<file path="src/rtl/alu_pkg.sv">
// Shared definitions for the execute-stage ALU: op codes, CC layout,
// condition codes and the Y86 condition evaluation helper.
package alu_pkg;

    localparam logic [1:0] ALU_ADD = 2'd0;
    localparam logic [1:0] ALU_SUB = 2'd1;
    localparam logic [1:0] ALU_AND = 2'd2;
    localparam logic [1:0] ALU_XOR = 2'd3;

    localparam int CC_ZF = 2;
    localparam int CC_SF = 1;
    localparam int CC_OF = 0;

    localparam logic [2:0] CC_RESET = 3'b100;

    localparam logic [2:0] COND_ALWAYS = 3'd0;
    localparam logic [2:0] COND_LE     = 3'd1;
    localparam logic [2:0] COND_L      = 3'd2;
    localparam logic [2:0] COND_E      = 3'd3;
    localparam logic [2:0] COND_NE     = 3'd4;
    localparam logic [2:0] COND_GE     = 3'd5;
    localparam logic [2:0] COND_G      = 3'd6;

    // Y86 cmov/jXX predicate over a CC value; the reserved code yields 0
    function automatic logic cond_eval(input logic [2:0] fun, input logic [2:0] cc);
        logic lt;
        lt = cc[CC_SF] ^ cc[CC_OF];
        case (fun)
            COND_ALWAYS: cond_eval = 1'b1;
            COND_LE:     cond_eval = lt | cc[CC_ZF];
            COND_L:      cond_eval = lt;
            COND_E:      cond_eval = cc[CC_ZF];
            COND_NE:     cond_eval = ~cc[CC_ZF];
            COND_GE:     cond_eval = ~lt;
            COND_G:      cond_eval = ~lt & ~cc[CC_ZF];
            default:     cond_eval = 1'b0;
        endcase
    endfunction

endpackage

</file>
<file path="src/rtl/alu_core_comb.sv">
// Combinational ALU datapath: op select and ZF/SF/OF generation.
module alu_core_comb
    import alu_pkg::*;
#(
    parameter int WIDTH = 64
) (
    input  logic [1:0]       alu_fun,
    input  logic [WIDTH-1:0] a,
    input  logic [WIDTH-1:0] b,
    output logic [WIDTH-1:0] r,
    output logic [2:0]       flags
);

    logic sa, sb, sr, of;

    assign sa = a[WIDTH-1];
    assign sb = b[WIDTH-1];
    assign sr = r[WIDTH-1];

    // Operation select (b op a, carry dropped) and overflow detection by sign rules
    always_comb begin
        r  = '0;
        of = 1'b0;
        case (alu_fun)
            ALU_ADD: begin
                r  = b + a;
                of = (sa == sb) && (sr != sa);
            end
            ALU_SUB: begin
                r  = b - a;
                of = (sa != sb) && (sr != sb);
            end
            ALU_AND: r = b & a;
            default: r = b ^ a;
        endcase
    end

    assign flags[CC_ZF] = (r == '0);
    assign flags[CC_SF] = sr;
    assign flags[CC_OF] = of;

endmodule

</file>
<file path="src/rtl/alu_cc_unit.sv">
// Registered execute-stage ALU with a persistent {ZF,SF,OF} register and a
// one-deep valid/ready output stage.
// Optional macro ALU_COND_EVAL_EN adds cond_fun/cnd, evaluated on the CC
// value held before the current beat's update.
module alu_cc_unit
    import alu_pkg::*;
#(
    parameter int WIDTH = 64
) (
    input  logic             clk,
    input  logic             rst,
    input  logic             in_valid,
    output logic             in_ready,
    input  logic [1:0]       alu_fun,
    input  logic [WIDTH-1:0] a,
    input  logic [WIDTH-1:0] b,
    input  logic             set_cc,
    output logic             out_valid,
    input  logic             out_ready,
    output logic [WIDTH-1:0] result,
    output logic [2:0]       cc
`ifdef ALU_COND_EVAL_EN
    ,
    input  logic [2:0]       cond_fun,
    output logic             cnd
`endif
);

    logic             accept;
    logic [WIDTH-1:0] alu_r;
    logic [2:0]       alu_flags;

    logic             out_valid_d, out_valid_q;
    logic [WIDTH-1:0] result_d, result_q;
    logic [2:0]       cc_d, cc_q;

    alu_core_comb #(.WIDTH(WIDTH)) u_core (
        .alu_fun (alu_fun),
        .a       (a),
        .b       (b),
        .r       (alu_r),
        .flags   (alu_flags)
    );

    // Output stage frees up in the same cycle it drains, so full throughput has no bubble
    assign in_ready = ~out_valid_q | out_ready;
    assign accept   = in_valid & in_ready;

    // Next-state for result/valid/CC: load on accept, drop valid on drain-only
    always_comb begin
        out_valid_d = out_valid_q;
        result_d    = result_q;
        cc_d        = cc_q;
        if (accept) begin
            out_valid_d = 1'b1;
            result_d    = alu_r;
            if (set_cc)
                cc_d = alu_flags;
        end else if (out_ready) begin
            out_valid_d = 1'b0;
        end
    end

    // State registers; reset matches Y86 initial CC and discards any held beat
    always_ff @(posedge clk or posedge rst) begin
        if (rst) begin
            out_valid_q <= 1'b0;
            result_q    <= '0;
            cc_q        <= CC_RESET;
        end else begin
            out_valid_q <= out_valid_d;
            result_q    <= result_d;
            cc_q        <= cc_d;
        end
    end

    assign out_valid = out_valid_q;
    assign result    = result_q;
    assign cc        = cc_q;

`ifdef ALU_COND_EVAL_EN
    logic cnd_d, cnd_q;

    // Predicate uses the CC from before this beat, as cmov/jXX expect
    always_comb begin
        cnd_d = cnd_q;
        if (accept)
            cnd_d = cond_eval(cond_fun, cc_q);
    end

    // Condition result travels with the result register
    always_ff @(posedge clk or posedge rst) begin
        if (rst)
            cnd_q <= 1'b0;
        else
            cnd_q <= cnd_d;
    end

    assign cnd = cnd_q;
`endif

endmodule
</file>
<file path="config.mk">
export PLATFORM = sky130hd
export DESIGN_NAME = alu_cc_unit
export DESIGN_NICKNAME = d
export VERILOG_FILES = /design/src/rtl/alu_pkg.sv /design/src/rtl/alu_core_comb.sv /design/src/rtl/alu_cc_unit.sv
export SDC_FILE = /design/constraint.sdc
export NUM_CORES = 1
export LEC_CHECK = 0
export CAP_MARGIN = 20
export CORE_ASPECT_RATIO = 1.75
export CORE_UTILIZATION = 50
export CTS_BUF_LIST = sky130_fd_sc_hd__clkbuf_4 sky130_fd_sc_hd__clkbuf_8 sky130_fd_sc_hd__clkbuf_16
export DETAILED_ROUTE_END_ITERATION = 16
export DONT_BUFFER_PORTS = 1
export SLEW_MARGIN = 15
export SYNTH_ARGS = -nofsm -noshare
export SYNTH_HDL_FRONTEND = slang
export SYNTH_SLANG_ARGS = --single-unit
</file>
<file path="constraint.sdc">
create_clock -name clk -period 3.3 [get_ports clk]
set_input_delay 0.66 -clock clk [delete_from_list [all_inputs] [get_ports clk]]
set_output_delay 0.66 -clock clk [all_outputs]
set_load 0.01 [all_outputs]
</file>
==> metrics.md <==
| Metric | Value |
|---|---|
| Ys flop type | `dfrtp_1` |
| NumNets Final | `between 2000 and 2500` |
| Total leakage power | `around 7.4 nW` |
| Leading area contributor after synthesis | `dfrtp_1` |
| Final Hold Fails | `0` |
| Most frequent cells after synthesis | `175 x nand2_1, 144 x o21ai_0, 128 x ha_1, 116 x a21oi_1, 87 x nor2_1` |
| Maxcap violations | `0` |
| IO Pins | `between 200 and 250` |
| Core Box Area | `19900 µm²` |
| Hold Path Class | `input port to asynchronous set/reset pin` |
| Rows | `68` |
| PnR worst setup slack | `-3550 ps` |
| Setup CP Type | `input port to register` |
| Cells after Synth | `between 1000 and 1500` |
| RSZ-0062 raised after global routing | `true` |
| Crit path required time | `~3600 ps` |
| Design area | `approximately 16000 µm²` |
| Initial drt markers | `about 980` |
| Root Buffer | `clkbuf_16` |
| Vias in the first global route | `12900` |
| Critical path peak fanout | `4` |
| Failing checks | `setup timing` |
| TritonRoute pass-1 iters | `5` |
| Post-synth top area share | `16.4%` |
| Setup violations, final | `52` |
| Syn_area_per_cell | `~7.6 µm²` |
| Fin crit period | `6850 ps` |
| Worst IR Drop VDD | `0.293 mV` |
| I/O Buffers | `0` |
| Gr ovfl total | `0` |
| Wirelength, routed | `49300 µm` |
| Sequential area share after synthesis | `about 17%` |
| Area added between synthesis and finish | `58.4%` |
| GP Congestion | `1.01` |
| Detailed-route DRC error count | `0` |
| Number of routed nets with antenna violations | `0` |
| Status | `complete, but fails checks` |
| Rel. slew slack | `47.6%` |
| Chip Width | `110 µm` |
| FMAX | `around 150 MHz` |
| Post-Syn Area | `10200 µm²` |
| Vias per std cell | `6.52` |
| DP Area | `13500 µm²` |
| Slew Viols, Final | `0` |
| Die area | `about 21000 µm²` |
| Slew @ Worst Pin | `approximately 800 ps` |
| Layout cell share with drive strength beyond 1 | `45.7%` |
| Hold Buf Count CTS | `0` |
| Number of synthesized flops with an enable pin | `0` |
| Worst setup SP type | `input port` |
| Arr. time, crit path | `approximately 7100 ps` |
| Unique masters post-synth | `73` |
| Seq cells post-synth | `between 60 and 70` |
| Synth Net Count | `1612` |
| Largest net degree at the start of global routing | `110` |
| Setup crit end kind | `register` |
| Clk buf depth | `2` |
| Power per cell area | `around 400 nW/µm²` |
| Synth Warn # | `0` |
| Initial antenna violation count | `1` |
| # clock sinks | `~70` |
| Total GRT Usage | `between 40% and 50%` |
| Fin crit share | `208%` |
| Die height | `~190 µm` |
| Inserted Clock Buffers | `9` |
| Hpwl dp | `around 36000 µm` |
| Via count | `13100` |
| First-pass GRT wire length | `69400 µm` |
| Worst-Skew Late Latency | `370 ps` |
| CTS tree | `yes` |
| Clk pin slew, worst setup/hold paths | `60 ps` |
| Clock Skew | `7.55 ps` |
| Depth of the CTS H-tree | `3` |
| Post-synth ARST share | `between 90% and 100%` |
| Top-count cell post-synth | `nand2_1` |
| Synth area leaders | `dfrtp_1 16%, ha_1 16%, o21ai_0 7.1%` |
| Wire per inst | `24.6 µm` |
| Initial Utilization | `51.3%` |
| Hold WS | `80.0 ps` |
[sequential cells by signal (all words and copies together), names as in the netlist]
signal,cells
result,64
cc,3
out_valid,1
[per-layer routing]
metal | track usage [%] | wire (µm) | part of all wire, % | up-vias
li1 | - | - | - | 5809
met1 | 37.9 | 15100 | 31 | 6170
met2 | 78.9 | 24700 | 50 | 715
met3 | 12.1 | 3180 | 6.5 | 391
met4 | 47.9 | 6370 | 13 | 0
met5 | 0 | 0 | 0 | -
[path summary, 6_finish.rpt]
check | start | endpoint | slack (ps) | cells past startpoint
max | a[14] | cc[2] | -3550 | 23
min | rst | result[53] | 80 | 1
max reg2reg | out_valid | cc[2] | -120 | 13
min reg2reg | result[51] | result[51] | 550 | 2
max in group asynchronous | rst | result[26] | 2390 | 2
min in group clk | alu_fun[1] | cc[0] | 410 | 1
[power breakdown]
part           switching, mW  total, mW  internal (mW)
combinational           2.07       4.08           2.01
sequential             0.267       1.29           1.02
clock                  0.451       1.06          0.612
[kinds of logic (layout without fill, tap and decap cells)]
family | Yosys count | after routing | synth area share (%)
adder cells (fa/ha/maj) | 129 | 129 | 15.9
buffers and inverters | 97 | 509 | 3.57
multiplexers | 78 | 78 | 7.94
AO/OA/AOI/OAI | 425 | 425 | 25.7
flip-flops | 68 | 68 | 16.7
XOR/XNOR | 105 | 105 | 9.01
AND/OR/NAND/NOR | 446 | 446 | 21.3
other | 0 | 1 | 0
[per-stage QoR]
stage                     setup TNS [ps]  power [mW]  instances  worst slack [ps]  utilization, %
after detailed placement         -113050        4.37       1911             -4070            67.7
after CTS                         -93740        5.94       1988             -3550            77.2
after global placement           -110660        4.33       1911             -3940            67.7
final                             -99450        6.43       2006             -3550            81.2
after global routing             -106200        6.69       2005             -3750            81.2
after floorplan                   -75050        2.88       1348             -3490               -
[placed cells by master, fill, tap and decap left out, drive strengths merged, types with 14 or more instances in the layout]
| cell type | instances |
|---|---|
| mux2i | 54 |
| ha | 128 |
| buf | 471 |
| a21o | 21 |
| nor2 | 87 |
| nand2b | 20 |
| xor2 | 57 |
| nand4 | 26 |
| o31ai | 14 |
| nor3 | 24 |
| nand3 | 19 |
| xnor2 | 48 |
| inv | 23 |
| nand2 | 175 |
| dfrtp | 67 |
| a21oi | 116 |
| o21ai | 148 |
| or3 | 15 |
| a211oi | 24 |
| mux2 | 24 |
[critical path: stages]
cell and delay [ps]:
or4_4 520, or3_4 350, or3_4 340, or3_4 420, or4_4 430, or3_4 350, or4_4 430, or2_4 280
buf_6 130, o21ai_2 130, xor2_1 190, ha_2 320, a21oi_2 160, o21bai_1 110, a21oi_1 160, o21ai_1 120
o311a_1 340, o211ai_1 220, or3b_1 370, nor4_1 180, nand4_1 180, or4b_4 550, o31ai_4 190
[layout make-up]
class / instances / area [µm²]
timing repair buffer: 471 / 3800
inverter: 22 / 90.1
sequential: 68 / 1700
tap: 245 / 307
multi-input combinational: 1183 / 9950
antenna: 1 / 2.50
clock inverter: 6 / 71.3
clock buffer: 10 / 239
fill: 1327 / 3740
[timing repair]
| action | 4_1_cts | 5_1_grt |
|---|---|---|
| setup endpoints to repair | 54 | 55 |
| gates resized for setup | 287 | 152 |
| pin swaps | 133 | 115 |
| setup buffers | 67 | 32 |
No activity file was read; power rests on OpenSTA's default activity.
